==> config.mk <==
export PLATFORM = sky130hd
export DESIGN_NAME = apb_ram_arbiter_flat
export DESIGN_NICKNAME = d
export VERILOG_FILES = /design/src/rtl/apb_ram_arbiter_pkg.sv /design/src/rtl/apb_ram_arbiter_if.sv /design/src/rtl/apb_ram_arbiter_rr.sv /design/src/rtl/apb_ram_arbiter.sv /design/src/flat_wrapper.sv
export SDC_FILE = /design/constraint.sdc
export NUM_CORES = 1
export LEC_CHECK = 0
export CORE_AREA = 2 2 159 161
export CTS_CLUSTER_SIZE = 8
export DETAILED_ROUTE_END_ITERATION = 7
export DIE_AREA = 0 0 161 163
export PLACE_DENSITY = 0.69
export RECOVER_POWER = 100
export SYNTH_ARGS = -nofsm -noshare
export SYNTH_HDL_FRONTEND = slang
export SYNTH_HIERARCHICAL = 1
export SYNTH_SLANG_ARGS = --single-unit
==> constraint.sdc <==
create_clock -name i_pclk -period 4.8 [get_ports i_pclk]
set_clock_uncertainty 0.2 [all_clocks]
set_input_delay 0.48 -clock i_pclk [delete_from_list [all_inputs] [get_ports i_pclk]]
set_output_delay 0.48 -clock i_pclk [all_outputs]
set_load 0.02 [all_outputs]
==> src/rtl/apb_ram_arbiter_pkg.sv <==
// apb_ram_arbiter_pkg: shared types and default widths for the APB RAM arbiter.
//   arb_state_t : transfer FSM state (IDLE, SETUP, ACCESS, COMPLETE)
//   APB_AW/APB_DW : default APB address/data widths
package apb_ram_arbiter_pkg;

  localparam int unsigned APB_AW = 32;
  localparam int unsigned APB_DW = 32;

  typedef enum logic [1:0] {
    ST_IDLE     = 2'd0,
    ST_SETUP    = 2'd1,
    ST_ACCESS   = 2'd2,
    ST_COMPLETE = 2'd3
  } arb_state_t;

endpackage

==> src/rtl/apb_ram_arbiter_if.sv <==
// apb_ram_arbiter_if: APB bus between the arbiter (master) and the RAM (slave).
//   o_psel/o_penable/o_pwrite/o_paddr/o_pwdata : driven by the master
//   i_prdata/i_pready/i_pslverr                : driven by the slave
interface apb_ram_arbiter_if
  import apb_ram_arbiter_pkg::*;
#(
  parameter int unsigned AW = APB_AW,
  parameter int unsigned DW = APB_DW
);
  logic          o_psel;
  logic          o_penable;
  logic          o_pwrite;
  logic [AW-1:0] o_paddr;
  logic [DW-1:0] o_pwdata;
  logic [DW-1:0] i_prdata;
  logic          i_pready;
  logic          i_pslverr;

  modport master (
    output o_psel, o_penable, o_pwrite, o_paddr, o_pwdata,
    input  i_prdata, i_pready, i_pslverr
  );

  modport slave (
    input  o_psel, o_penable, o_pwrite, o_paddr, o_pwdata,
    output i_prdata, i_pready, i_pslverr
  );
endinterface

==> src/rtl/apb_ram_arbiter_rr.sv <==
// rr_arbiter: combinational round-robin pick.
//   i_req     : request vector
//   i_ptr     : highest-priority index
//   o_grant_c : one-hot grant of the first set request at or after i_ptr
//   o_idx_c   : index of that grant
//   o_valid_c : any request set
module rr_arbiter #(
  parameter int unsigned NREQ = 4
) (
  input  logic [NREQ-1:0]         i_req,
  input  logic [$clog2(NREQ)-1:0] i_ptr,
  output logic [NREQ-1:0]         o_grant_c,
  output logic [$clog2(NREQ)-1:0] o_idx_c,
  output logic                    o_valid_c
);
  localparam int unsigned IW = $clog2(NREQ);
  localparam int unsigned KW = IW + 1;

  logic [KW-1:0] w_k;

  // Scan from the pointer, wrapping modulo NREQ; first hit wins.
  always_comb begin
    o_grant_c = '0;
    o_idx_c   = '0;
    o_valid_c = 1'b0;
    w_k       = '0;
    for (int unsigned i = 0; i < NREQ; i++) begin
      w_k = {1'b0, i_ptr} + KW'(i);
      if (w_k >= KW'(NREQ)) w_k = w_k - KW'(NREQ);
      if (!o_valid_c && i_req[w_k[IW-1:0]]) begin
        o_valid_c               = 1'b1;
        o_idx_c                 = w_k[IW-1:0];
        o_grant_c[w_k[IW-1:0]] = 1'b1;
      end
    end
  end
endmodule

==> src/rtl/apb_ram_arbiter.sv <==
// apb_ram_arbiter: round-robin APB master sharing one APB RAM among NREQ requesters.
//   i_pclk, i_presetn : clock, synchronous active-low reset
//   i_req/i_wr        : per-requester request level and direction
//   i_addr/i_wdata    : packed per-requester address/write data (k*W +: W)
//   o_done            : one-hot one-cycle completion pulse
//   o_rdata/o_err     : completion read data and error, valid with o_done
//   apb               : APB master port
// Optional: define APB_RAM_ARBITER_TIMEOUT_EN to abort ACCESS after TIMEOUT
// stalled cycles with an error completion.
module apb_ram_arbiter
  import apb_ram_arbiter_pkg::*;
#(
  parameter int unsigned NREQ    = 4,
  parameter int unsigned AW      = APB_AW,
  parameter int unsigned DW      = APB_DW,
  parameter int unsigned TIMEOUT = 16
) (
  input  logic               i_pclk,
  input  logic               i_presetn,
  input  logic [NREQ-1:0]    i_req,
  input  logic [NREQ-1:0]    i_wr,
  input  logic [NREQ*AW-1:0] i_addr,
  input  logic [NREQ*DW-1:0] i_wdata,
  output logic [NREQ-1:0]    o_done,
  output logic [DW-1:0]      o_rdata,
  output logic               o_err,
  apb_ram_arbiter_if.master  apb
);
  localparam int unsigned IW = $clog2(NREQ);

  if (NREQ < 2 || NREQ > 8 || TIMEOUT == 0) begin : g_param_check
    $error("apb_ram_arbiter: NREQ must be 2..8 and TIMEOUT nonzero");
  end

  arb_state_t      r_state, w_state_nxt;
  logic [IW-1:0]   r_rr_ptr, w_rr_ptr_nxt, r_gnt_idx, w_pick_idx;
  logic [NREQ-1:0] r_gnt_oh, w_pick_oh, r_done, w_done_nxt;
  logic            w_pick_valid, w_latch, w_tmo_hit;
  logic            r_wr;
  logic [AW-1:0]   r_addr;
  logic [DW-1:0]   r_wdata;
  logic            r_psel, w_psel_nxt, r_penable, w_penable_nxt;
  logic [DW-1:0]   r_rdata, w_rdata_nxt;
  logic            r_err, w_err_nxt;

  rr_arbiter #(.NREQ(NREQ)) u_rr (
    .i_req     (i_req),
    .i_ptr     (r_rr_ptr),
    .o_grant_c (w_pick_oh),
    .o_idx_c   (w_pick_idx),
    .o_valid_c (w_pick_valid)
  );

`ifdef APB_RAM_ARBITER_TIMEOUT_EN
  localparam int unsigned TW = $clog2(TIMEOUT + 1);
  logic [TW-1:0] r_tmo_cnt;

  // Counts stalled ACCESS cycles; cleared in SETUP so it starts at 0 in ACCESS.
  always_ff @(posedge i_pclk) begin
    if (!i_presetn)                                r_tmo_cnt <= '0;
    else if (r_state == ST_SETUP)                  r_tmo_cnt <= '0;
    else if (r_state == ST_ACCESS && !apb.i_pready) r_tmo_cnt <= r_tmo_cnt + TW'(1);
  end

  // This stalled cycle is the TIMEOUT-th one.
  assign w_tmo_hit = (r_state == ST_ACCESS) && !apb.i_pready &&
                     (r_tmo_cnt == TW'(TIMEOUT - 1));
`else
  assign w_tmo_hit = 1'b0;
`endif

  // Next state plus next value of every registered output.
  always_comb begin
    w_state_nxt   = r_state;
    w_rr_ptr_nxt  = r_rr_ptr;
    w_latch       = 1'b0;
    w_psel_nxt    = 1'b0;
    w_penable_nxt = 1'b0;
    w_done_nxt    = '0;
    w_rdata_nxt   = '0;
    w_err_nxt     = 1'b0;
    case (r_state)
      ST_IDLE: begin
        if (w_pick_valid) begin
          w_latch     = 1'b1;
          w_state_nxt = ST_SETUP;
          w_psel_nxt  = 1'b1;
        end
      end
      ST_SETUP: begin
        w_state_nxt   = ST_ACCESS;
        w_psel_nxt    = 1'b1;
        w_penable_nxt = 1'b1;
      end
      ST_ACCESS: begin
        if (apb.i_pready) begin
          w_state_nxt = ST_COMPLETE;
          w_done_nxt  = r_gnt_oh;
          w_rdata_nxt = r_wr ? '0 : apb.i_prdata;
          w_err_nxt   = apb.i_pslverr;
        end else if (w_tmo_hit) begin
          w_state_nxt = ST_COMPLETE;
          w_done_nxt  = r_gnt_oh;
          w_err_nxt   = 1'b1;
        end else begin
          w_psel_nxt    = 1'b1;
          w_penable_nxt = 1'b1;
        end
      end
      ST_COMPLETE: begin
        w_state_nxt  = ST_IDLE;
        w_rr_ptr_nxt = (r_gnt_idx == IW'(NREQ - 1)) ? '0 : r_gnt_idx + IW'(1);
      end
      default: w_state_nxt = ST_IDLE;
    endcase
  end

  // State, pointer, request latches and output registers.
  always_ff @(posedge i_pclk) begin
    if (!i_presetn) begin
      r_state   <= ST_IDLE;
      r_rr_ptr  <= '0;
      r_gnt_idx <= '0;
      r_gnt_oh  <= '0;
      r_wr      <= 1'b0;
      r_addr    <= '0;
      r_wdata   <= '0;
      r_psel    <= 1'b0;
      r_penable <= 1'b0;
      r_done    <= '0;
      r_rdata   <= '0;
      r_err     <= 1'b0;
    end else begin
      r_state   <= w_state_nxt;
      r_rr_ptr  <= w_rr_ptr_nxt;
      r_psel    <= w_psel_nxt;
      r_penable <= w_penable_nxt;
      r_done    <= w_done_nxt;
      r_rdata   <= w_rdata_nxt;
      r_err     <= w_err_nxt;
      if (w_latch) begin
        r_gnt_idx <= w_pick_idx;
        r_gnt_oh  <= w_pick_oh;
        r_wr      <= i_wr[w_pick_idx];
        r_addr    <= i_addr[w_pick_idx * AW +: AW];
        r_wdata   <= i_wdata[w_pick_idx * DW +: DW];
      end
    end
  end

  assign o_done        = r_done;
  assign o_rdata       = r_rdata;
  assign o_err         = r_err;
  assign apb.o_psel    = r_psel;
  assign apb.o_penable = r_penable;
  assign apb.o_pwrite  = r_wr;
  assign apb.o_paddr   = r_addr;
  assign apb.o_pwdata  = r_wdata;
endmodule

==> src/flat_wrapper.sv <==
// flat-port wrapper written by rule: the top's interface ports become plain ports
module apb_ram_arbiter_flat import apb_ram_arbiter_pkg::*;
#(
  parameter int unsigned NREQ    = 4,
  parameter int unsigned AW      = APB_AW,
  parameter int unsigned DW      = APB_DW,
  parameter int unsigned TIMEOUT = 16
)
  (i_pclk, i_presetn, i_req, i_wr, i_addr, i_wdata, o_done, o_rdata, o_err, apb_o_psel, apb_o_penable, apb_o_pwrite, apb_o_paddr, apb_o_pwdata, apb_i_prdata, apb_i_pready, apb_i_pslverr);
  apb_ram_arbiter_if #(.AW(AW), .DW(DW)) apb_i ();
  input  logic i_pclk;
  input  logic i_presetn;
  input  logic [NREQ-1:0] i_req;
  input  logic [NREQ-1:0] i_wr;
  input  logic [NREQ*AW-1:0] i_addr;
  input  logic [NREQ*DW-1:0] i_wdata;
  output logic [NREQ-1:0] o_done;
  output logic [DW-1:0] o_rdata;
  output logic o_err;
  output wire logic [$bits(apb_i.o_psel)-1:0] apb_o_psel;
  output wire logic [$bits(apb_i.o_penable)-1:0] apb_o_penable;
  output wire logic [$bits(apb_i.o_pwrite)-1:0] apb_o_pwrite;
  output wire logic [$bits(apb_i.o_paddr)-1:0] apb_o_paddr;
  output wire logic [$bits(apb_i.o_pwdata)-1:0] apb_o_pwdata;
  input wire logic [$bits(apb_i.i_prdata)-1:0] apb_i_prdata;
  input wire logic [$bits(apb_i.i_pready)-1:0] apb_i_pready;
  input wire logic [$bits(apb_i.i_pslverr)-1:0] apb_i_pslverr;
  assign apb_o_psel = apb_i.o_psel;
  assign apb_o_penable = apb_i.o_penable;
  assign apb_o_pwrite = apb_i.o_pwrite;
  assign apb_o_paddr = apb_i.o_paddr;
  assign apb_o_pwdata = apb_i.o_pwdata;
  assign apb_i.i_prdata = apb_i_prdata;
  assign apb_i.i_pready = apb_i_pready;
  assign apb_i.i_pslverr = apb_i_pslverr;
  apb_ram_arbiter #(.NREQ(NREQ), .AW(AW), .DW(DW), .TIMEOUT(TIMEOUT)) u_core (.i_pclk(i_pclk), .i_presetn(i_presetn), .i_req(i_req), .i_wr(i_wr), .i_addr(i_addr), .i_wdata(i_wdata), .o_done(o_done), .o_rdata(o_rdata), .o_err(o_err), .apb(apb_i));
endmodule
==> results of run 1 <==
-- registers in the layout, summed over array words and instances (netlist names) --
name,cells
u_core/apb.o_penable,1
u_core/apb.o_pwdata,32
u_core/r_rr_ptr,2
u_core/r_state,2
u_core/apb.o_paddr,32
u_core/apb.o_pwrite,1
u_core/o_rdata,32
u_core/r_gnt_oh,4
u_core/o_err,1
u_core/o_done,4
u_core/r_gnt_idx,2
u_core/apb.o_psel,1
-- layout make-up --
type                       count  area share [%]
timing repair buffer         410            38.7
multi-input combinational    383            30.2
clock inverter                15            1.61
clock buffer                  17            3.99
inverter                       7           0.246
sequential                   114            21.4
tap                          330            3.87
-- metrics by stage --
stage	instances	power (mW)	util [%]
floorplan	548	2.94	-
global placement	1244	3.99	41.1
detailed placement	1244	4.01	41.1
CTS	1276	5.36	43.5
global route	1276	5.39	43.2
finish	1276	5.12	43.2
-- cells by family after synthesis --
family / synth area share (%)
compound gates: 14.3
fa+ha+maj: 2.57
buf+inv: 4.86
flops: 39.1
mux: 27.8
simple gates: 11.4
-- worst max-delay path, cell delays in order, from the launching register on --
cell                      delay (ps)
sky130_fd_sc_hd__dfxtp_1         720
sky130_fd_sc_hd__inv_1           140
sky130_fd_sc_hd__ha_1            390
sky130_fd_sc_hd__mux4_2          440
sky130_fd_sc_hd__and2b_1         320
sky130_fd_sc_hd__o21ai_0         160
sky130_fd_sc_hd__o31ai_4         270
sky130_fd_sc_hd__buf_12          420
sky130_fd_sc_hd__mux2_2          390
sky130_fd_sc_hd__a221o_1         320
-- metal layers --
| metal | up-vias | track usage [%] | part of all wire (%) |
|---|---|---|---|
| met5 | - | 0 | 0.060 |
| met4 | 2 | 5.76 | 2.4 |
| met2 | 292 | 27.2 | 49 |
| met3 | 26 | 6.19 | 9.8 |
| li1 | 2803 | - | - |
| met1 | 2668 | 17.7 | 39 |
-- power groups by stage --
stage	clock network (mW)	registers (mW)	logic [mW]
finish	1.30	1.43	2.38
global route	1.39	1.47	2.53
detailed placement	0	1.46	2.56
global placement	0	1.45	2.54
CTS	1.35	1.45	2.56
floorplan	0	1.77	1.17
-- layout by cell type (no fill, tap or decap), types with 2 or more instances in the layout --
cell                                n
sky130_fd_sc_hd__a21oi_1            8
sky130_fd_sc_hd__a221o_1           65
sky130_fd_sc_hd__a22oi_1            8
sky130_fd_sc_hd__and2_0            19
sky130_fd_sc_hd__and2_1            19
sky130_fd_sc_hd__buf_12             3
sky130_fd_sc_hd__buf_4              4
sky130_fd_sc_hd__bufinv_16          2
sky130_fd_sc_hd__clkbuf_16         17
sky130_fd_sc_hd__clkdlybuf4s50_1  298
sky130_fd_sc_hd__clkinv_4           2
sky130_fd_sc_hd__clkinvlp_4         3
sky130_fd_sc_hd__dfxtp_1          114
sky130_fd_sc_hd__dlygate4sd3_1    105
sky130_fd_sc_hd__ha_1              12
sky130_fd_sc_hd__inv_1              7
sky130_fd_sc_hd__inv_6              5
sky130_fd_sc_hd__inv_8              2
sky130_fd_sc_hd__mux2_1            22
sky130_fd_sc_hd__mux2_2            42
sky130_fd_sc_hd__mux2_4             3
sky130_fd_sc_hd__mux2i_1           68
sky130_fd_sc_hd__mux4_1             2
sky130_fd_sc_hd__mux4_2             2
sky130_fd_sc_hd__nand2_1           15
sky130_fd_sc_hd__nor2_1            72
sky130_fd_sc_hd__nor2b_1            3
sky130_fd_sc_hd__o21ai_0            7
-- path summary, 6_finish.rpt --
kind,end,depth (start not counted),slack [ps]
setup / recovery,u_core/apb.o_pwdata[12],9,790
hold / removal,u_core/r_gnt_oh[3],2,250
setup reg to reg,u_core/apb.o_pwdata[12],9,790
hold reg to reg,u_core/r_gnt_oh[3],2,250
==> impl_summary.log, run 1 <==
INFO  metric synth_warnings = 6
INFO  metric initial_utilization = 23.7%
INFO  metric max-cap-violations = 1
INFO  metric routed_wl = between 20 and 25 mm
INFO  metric worst-endpoint-arrival = 4090 ps
INFO  metric violations = max-capacitance violations, max-slew violations
INFO  metric global_route_usage_over_all_layers = between 10% and 20%
INFO  metric synth_top_cells_by_area = sky130_fd_sc_hd__dfxtp_1 39%, sky130_fd_sc_hd__mux2i_1 12%, sky130_fd_sc_hd__a221o_1 11%, sky130_fd_sc_hd__mux2_2 8.3%, sky130_fd_sc_hd__mux2_4 6.2%
INFO  metric clock-sinks = 114
INFO  metric cts.repair_timing.setup_buffer_count = 0
INFO  metric gp_congestion = 0.828
INFO  metric setup.worst_path.end_class = flip-flop
INFO  metric timing.final.setup_violations = 0
INFO  metric post_cts.resized_instances = 0
INFO  metric syn_area_per_cell = around 11 um2
INFO  metric holdCritPathClass = reg -> reg
INFO  metric fill_cells = approximately 2,400
INFO  metric path_max_fanout = 74
INFO  metric timing.critical_path.required = 4880 ps
INFO  metric detailedRoute.firstPassIterationCount = 4
INFO  metric placement_row_count = 58
INFO  metric switchingPower = 1.89 mW
INFO  metric core_area = around 25,000 um2
INFO  metric swShare = 37.0%
INFO  metric cts.path.max_buffers = 2
INFO  metric first_global_vias = 5,750
INFO  metric combinationalPowerShare = 46.6%
INFO  metric vias = 5,791
INFO  metric minimum_period_implied_by_the_final_worst_setup_slack = 4010 ps
INFO  metric post-route-period-util = 83.6%
INFO  metric yosys.cell_count.top_type = sky130_fd_sc_hd__dfxtp_1
INFO  metric postSynthRegisterBits = 114
INFO  metric synthDominantCellAreaShare = 39.1%
INFO  metric routed_via_density = 4.54
INFO  metric postSynth.topFlopCell = sky130_fd_sc_hd__dfxtp_1
INFO  metric grt_first_pass_wirelength = between 30 and 40 mm
INFO  metric max_freq = 249 MHz
INFO  metric share_seq_of_total_power = between 20% and 30%
INFO  metric post_route_cells_drive_above_1_share = 9.62%
INFO  metric areaGrowthSynthToFinish = 82.6%
INFO  metric ctsRootBufferMaster = sky130_fd_sc_hd__clkbuf_16
INFO  metric synth_edf_count = 0
INFO  metric p_int = 3.22 mW
INFO  metric multi_input_comb_area = 3220 um2
INFO  metric syn-instance-count = between 500 and 600
INFO  metric nets = around 1,200
INFO  metric top_level_ports = slightly above 400
INFO  metric critical_path.startpoint_type = flip-flop
INFO  metric placement.setup.worst_slack = 802 ps
INFO  metric hpwlAfterDp = 16.5 mm
INFO  metric antenna_violations_before_repair = 1
INFO  metric syn_nets = 860
INFO  metric slew_headroom = -20.7%
INFO  metric overflow = 0
INFO  metric detailedRoute.firstIterationViolations = 264
INFO  metric ir_drop = 0.313 mV
INFO  metric floorplan.die_area = 26,200 um2
INFO  metric yosysUniqueCellTypes = 34
INFO  metric cts_htree_levels = 4
INFO  metric ff_latch_area = 2280 um2
INFO  metric quantity_of_i_o_buffers_inserted_on_ports = about 400
INFO  metric hold_start = u_core/r_gnt_oh[3]
INFO  metric worstSetupPathType = reg -> reg
INFO  metric die-width = 161 um
INFO  metric final_antenna_net_count = 0
INFO  metric synth_sequential_area_ratio = 39.1%
INFO  metric cts_hold_buf = 0
INFO  metric grt_start_max_net_pins = between 70 and 80
INFO  metric asyncSetResetFlopFracSynth = 0%
INFO  metric worst_skew_pair.late_latency = about 400 ps
INFO  metric power.density = 480 nW/um2
INFO  metric final_hold_viol_count = 0
INFO  metric clkSlewWorstSetupHoldPaths = 60 ps
INFO  metric holdWs = 251 ps
INFO  metric dpl_cell_area = roughly 10,000 um2
INFO  metric final_critical_path_setup_slack = 788 ps
INFO  metric antenna-diode-count = 0
INFO  metric synth_area_leader_cell = sky130_fd_sc_hd__dfxtp_1
INFO  metric leakagePower = 4.32 nW
INFO  metric final-max-slew-violation-count = 33
INFO  metric post-route-drc-count = 0
INFO  metric die-height = between 150 and 200 um
INFO  metric wl_per_cell = 17.0 um
INFO  metric cts-buffers-inserted = 17
INFO  metric synth_commonest_cells = 114 x sky130_fd_sc_hd__dfxtp_1, 73 x sky130_fd_sc_hd__nor2_1, 68 x sky130_fd_sc_hd__mux2i_1
INFO  metric power_frac_clock = 25.5%
INFO  metric cts_tree = done
INFO  metric worst-slew-pin-transition = 1810 ps
INFO  metric worstReg2RegStart = u_core/r_rr_ptr[0]
INFO  metric syn_area = slightly below 6000 um2
INFO  metric startpoint = u_core/r_rr_ptr[0]
INFO  metric setup_tns_after_final_layout = 0 ps
INFO  metric post_layout_instance_area = roughly 11,000 um2
INFO  metric rsz0062_at_grt = no
INFO  metric status = finished with violations
Power figures use the tool's default switching activity.
==> run 2, diff against run 1 <==
CORE_AREA = 2 2 156 158   (was 2 2 159 161)
DIE_AREA = 0 0 158 160   (was 0 0 161 163)
PLACE_DENSITY = 0.71   (was 0.69)
clock period = 4.02 ns   (was 4.8 ns; I/O delays follow)
==> run 2 against run 1 <==
  * Worst setup slack got worse by 520 ps
  * Worst hold slack improved by 4.1 ps
  * Combinational power rose by 23%
  * Global-route usage rose by 0.89 points
  * The run now ends clean
  * First-iteration DRC count rose by 3.8%
  * Sequential share of layout area fell by 0.21 points
  * Critical path depth did not move
  * Clock power rose by 22%
  * Via count barely moved
==> impl_summary.log, run 2 (same netlist as run 1, synthesis figures left out) <==
INFO  metric ir_drop = 0.280 mV
INFO  metric detailedRoute.firstPassIterationCount = 6
INFO  metric route.layer.met1.wl = 8.61 mm
INFO  metric layout_common_cells = 298 x sky130_fd_sc_hd__clkdlybuf4s50_1, 114 x sky130_fd_sc_hd__dfxtp_1, 105 x sky130_fd_sc_hd__dlygate4sd3_1, 72 x sky130_fd_sc_hd__nor2_1, 68 x sky130_fd_sc_hd__mux2i_1
INFO  metric die-width = 158 um
INFO  metric placement_row_count = between 50 and 60
INFO  metric mostFrequentLayoutCell = sky130_fd_sc_hd__clkdlybuf4s50_1
INFO  metric routed_wl = about 22 mm
INFO  metric detailedRoute.firstIterationViolations = 274
INFO  metric worstReg2RegStart = u_core/r_rr_ptr[1]
INFO  metric wl_met3 = 2.17 mm
INFO  metric total_power = just over 6 mW
INFO  metric placement.setup.worst_slack = 186 ps
INFO  metric final_antenna_net_count = 0
INFO  metric antenna_violations_before_repair = 1
INFO  metric setup_tns_after_final_layout = 0 ps
INFO  metric cts-buffers-inserted = 17
INFO  metric cts_tree = done
INFO  metric worst_skew_pair.late_latency = 410 ps
INFO  metric status = finished clean
INFO  metric holdCritPathClass = reg -> reg
INFO  metric grt_first_pass_wirelength = 32.0 mm
INFO  metric post_route_cells_drive_above_1_share = 12.0%
INFO  metric final_hold_viol_count = 0
INFO  metric startpoint = u_core/r_rr_ptr[1]
INFO  metric rsz0062_at_grt = no
INFO  metric cp_slowest_stage_delay = 580 ps
INFO  metric leakagePower = 4.42 nW
INFO  metric slew_headroom = 16.8%
INFO  metric overflow = 0
INFO  metric timing.rr.end = u_core/apb.o_pwdata[12]
INFO  metric timing.critical_path.required = just over 4000 ps
INFO  metric worst_path_dominant_cell_family = multiplexers
INFO  metric max_freq = 266 MHz
INFO  metric setup.worst_path.end_class = flip-flop
INFO  metric core_area = 23,800 um2
INFO  metric wl_met2 = 10.9 mm
INFO  metric worstSetupPathType = reg -> reg
INFO  metric dpl_cell_area = 10,200 um2
INFO  metric highest-signal-layer = met5
INFO  metric worst-path-stages = 9
INFO  metric finalCoreUtilization = 45.2%
INFO  metric post-route-drc-count = 0
INFO  metric first_global_vias = 5,785
INFO  metric cts_htree_levels = 4
INFO  metric grt_start_max_net_pins = 48
INFO  metric power.density = 576 nW/um2
INFO  metric worst_path_max_delay_cell = sky130_fd_sc_hd__clkbuf_4
INFO  metric cts.path.max_buffers = 2
INFO  metric hpwlAfterDp = 17.0 mm
INFO  metric post_cts.resized_instances = 0
INFO  metric worst-endpoint-arrival = 3850 ps
INFO  metric nets = 1,252
INFO  metric max-cap-violations = 0
INFO  metric ctsRootBufferMaster = sky130_fd_sc_hd__clkbuf_16
INFO  metric path_max_fanout = 29
INFO  metric path_buf_inv = 2
INFO  metric floorplan.die_area = 25,300 um2
INFO  metric critical_path.startpoint_type = flip-flop
INFO  metric final-max-slew-violation-count = 0
INFO  metric setup.reg_to_reg.worst_slack = about 270 ps
INFO  metric antenna-diode-count = 0
INFO  metric post-route-period-util = 93.4%
INFO  metric vias = 5,793
INFO  metric global_route_usage_over_all_layers = 16.7%
INFO  metric cts_hold_buf = 0
INFO  metric timing.final.setup_violations = 0
INFO  metric top_level_ports = 404
INFO  metric rr_worst_depth = 9
INFO  metric areaGrowthSynthToFinish = 84.4%
INFO  metric critical_path.cell_chain = inv_1 > ha_1 > mux4_2 > and2b_2 > o21ai_0 > o31ai_4 > clkbuf_4 > mux2_2 > a221o_1
INFO  metric quantity_of_i_o_buffers_inserted_on_ports = approximately 400
INFO  metric final_critical_path_setup_slack = 266 ps
INFO  metric clock-sinks = 114
INFO  metric cts.repair_timing.setup_buffer_count = 0
INFO  metric minimum_period_implied_by_the_final_worst_setup_slack = 3750 ps
INFO  metric routed_via_density = 4.54
INFO  metric clkSlewWorstSetupHoldPaths = 60 ps
INFO  metric worst-slew-pin-transition = 1240 ps
INFO  metric initial_utilization = 24.5%
INFO  metric worstSetupEndpoint = u_core/apb.o_pwdata[12]
INFO  metric wl_per_cell = 17.3 um
INFO  metric gp_congestion = 0.807
INFO  metric post_layout_instance_area = 10,800 um2
INFO  metric die-height = approximately 160 um
run 2: changes by cell type in the layout (fill, tap and decap cells not counted), moves of 2 or more:
| cell | change |
|---|---|
| sky130_fd_sc_hd__mux2_1 | -16 |
| sky130_fd_sc_hd__mux2_4 | +15 |
| sky130_fd_sc_hd__and2_0 | +3 |
| sky130_fd_sc_hd__and2_1 | -3 |
| sky130_fd_sc_hd__buf_4 | +3 |
| sky130_fd_sc_hd__clkinvlp_4 | -2 |
| sky130_fd_sc_hd__inv_6 | +2 |
| sky130_fd_sc_hd__inv_8 | +2 |
run 2: area by class of cell:
cell class                 count  area [um2]
clock buffer                  17         425
clock inverter                15         183
fill                        2297       13100
inverter                       7        26.3
multi-input combinational    383        3280
sequential                   114        2280
tap                          324         405
timing repair buffer         417        4170
run 2: where the power goes:
part	switching, mW	total [mW]	internal (mW)
logic	1.45	2.92	1.47
registers	0.206	1.71	1.50
clock network	0.636	1.58	0.945
total	2.29	6.20	3.92
run 2: how the worst min path moves through the flow:
stage                       start                 end  slack (ps)  depth (start not counted)
2_1_floorplan  u_core/r_gnt_oh[0]    u_core/o_done[0]         230                          1
3_3_place_gp   u_core/r_gnt_oh[0]  u_core/r_gnt_oh[0]         240                          2
3_5_place_dp   u_core/r_gnt_oh[3]  u_core/r_gnt_oh[3]         250                          2
4_1_cts        u_core/r_gnt_oh[3]  u_core/r_gnt_oh[3]         260                          2
5_1_grt        u_core/r_gnt_oh[3]    u_core/o_done[3]         270                          1
6_report       u_core/r_gnt_oh[2]  u_core/r_gnt_oh[2]         260                          2
run 2: routing by layer:
layer  track usage, %  up-vias
li1                 -     2811
met5                0        -
met2             29.4      289
met1             18.9     2665
met4             4.83        2
met3             5.78       26
run 2: worst register-to-register path, cell delays in order (launching register included):
cell and delay [ps]:
sky130_fd_sc_hd__dfxtp_1 540, sky130_fd_sc_hd__inv_1 140, sky130_fd_sc_hd__ha_1 390, sky130_fd_sc_hd__mux4_2 460
sky130_fd_sc_hd__and2b_2 310, sky130_fd_sc_hd__o21ai_0 130, sky130_fd_sc_hd__o31ai_4 160, sky130_fd_sc_hd__clkbuf_4 580
sky130_fd_sc_hd__mux2_2 410, sky130_fd_sc_hd__a221o_1 320
run 2: per-stage QoR:
step | hold WS (ps) | instances
after floorplan | 230 | 548
after global placement | 241 | 1245
after detailed placement | 249 | 1245
after CTS | 257 | 1277
after global routing | 269 | 1277
final | 255 | 1277
==> variant (config.mk and constraints of run 2) <==
The package constant `APB_DW` goes from 32 to 36.
--- a/src/rtl/apb_ram_arbiter_pkg.sv
+++ b/src/rtl/apb_ram_arbiter_pkg.sv
@@ -4,7 +4,7 @@
 package apb_ram_arbiter_pkg;
 
   localparam int unsigned APB_AW = 32;
-  localparam int unsigned APB_DW = 32;
+  localparam int unsigned APB_DW = 36;
 
   typedef enum logic [1:0] {
     ST_IDLE     = 2'd0,
Interface: changed (resized apb_i_prdata, apb_o_pwdata, i_wdata and o_rdata); port bits go from 404 to 432. No check against the original RTL was run, so the function may have changed too.
==> variant against run 2 <==
- power grew 5.4%
- routed wire length grew 6.4%
- design area grew 5.9%
- worst hold slack lost 0.0052 ns
- critical path type unchanged
- sequential cell count grew 8
- setup slack gained 0.26 ns
- largest cell class unchanged
- sequential share of layout area grew 0.23 points
- highest routed layer is now met4
- synthesized cell count grew 5.3%
- area after synthesis grew 6.9%
==> variant: results (changes against run 2) <==
* Drt via density at 4.568 (+0.71%)
* Highest cell delay on the worst timing path at 0.59 ns
* I/O Buffers at 431 (+6.9%)
* Compound-Gate Fraction of Synth Area at 14.05% (-0.29 points)
* Antenna violations before repair at 0 (-1)
* Share of cells above drive strength 1 at 9.841% (-2.1 points)
* Crit path max fanout at 20 (-31%)
* DRT Pass-1 Iters at 4 (-2)
* Post-synthesis mux area share at 28.31% (+0.52 points)
* Leak Pwr at 0.004697 uW (+6.2%)
* DRT iter0 DRCs at 239 (-13%)
* CP Data Arrival Time at 3.58 ns (-0.27 ns)
* Status: finished, final reports clean
* Area contributors post-synth: dfxtp_1 (39%), mux2i_1 (12%), a221o_1 (11%)
* Worst IR Drop VDD at 0.2746 mV (-1.9%)
* First-pass GRT wire length at 34.47 mm (+7.8%)
* Xor and xnor fraction of the mapped netlist area at 0% (unchanged)
* Crit-path slowest cell: clkbuf_2
* Dpl ws at 0.4136 ns (+0.2277 ns)
* Dpl cell area at 0.01085 mm^2 (+6.4%)
* Final net count at 1,325 (+5.8%)
* Final WL at 23.47 mm (+6.4%)
* Synth cell types at 38 (+12%)
* Largest net degree at the start of global routing at 69 (+44%)
* GRT Overall Usage at 17.84% (+1.2 points)
* Register area share after synthesis at 39.11% (about the same)
* DP Wirelength at 17.86 mm (+4.8%)
* Vias in the first global route at 6,314 (+9.1%)
[variant: per-layer routing]
layer | wire length [um] | up-vias | track usage [%] | share of wire [%]
met4 | 440 | 0 | 5.446 | 1.9
met2 | 11950 | 287 | 32.73 | 51
li1 | - | 2979 | - | -
met1 | 9004 | 2782 | 19.32 | 38
met5 | 0 | - | 0 | 0
met3 | 2073 | 28 | 5.672 | 8.8
[variant: layout make-up]
type,instances,area (um^2)
Timing Repair Buffer,442,4444
Inverter,7,26.28
Sequential cell,122,2442
Clock inverter,15,202.7
Clock buffer,17,425.4
Tap cell,324,405.4
Fill cell,2253,12420
Multi-Input combinational cell,403,3452
[variant: cell families (layout without fill, tap and decap cells)]
family,Yosys count,count (layout)
flops,122,122
simple gates,146,146
buf+inv,52,481
compound gates,98,98
mux,147,147
fa+ha+maj,12,12
[variant: worst max-delay path: cells and delay by family (launching register included)]
family,cells,cell delay (ns)
buffers and inverters,2,0.67
adders and majority gates,1,0.36
muxes,2,0.86
and+or+nand+nor,1,0.32
AOI/OAI and AO/OA,3,0.64
DFF,1,0.32
[variant: through the flow]
step | util, % | std cells
final | 47.85 | 1330
after global routing | 47.85 | 1330
after CTS | 48.20 | 1330
after detailed placement | 45.56 | 1298
after global placement | 45.56 | 1298
after floorplan | - | 577
[variant: final timing paths]
kind | slack, ns | cells after the start | startpoint | endpoint
worst max-delay path | 0.52 | 9 | u_core/r_rr_ptr[1] | u_core/apb.o_paddr[15]
worst min-delay path | 0.25 | 2 | u_core/r_gnt_oh[3] | u_core/r_gnt_oh[3]
worst max register to register | 0.52 | 9 | u_core/r_rr_ptr[1] | u_core/apb.o_paddr[15]
worst min register to register | 0.25 | 2 | u_core/r_gnt_oh[3] | u_core/r_gnt_oh[3]
[variant: power by group]
| group | internal (uW) | switching [uW] |
|---|---|---|
| registers | 1600 | 203 |
| clock network | 1000 | 646 |
| logic | 1540 | 1540 |
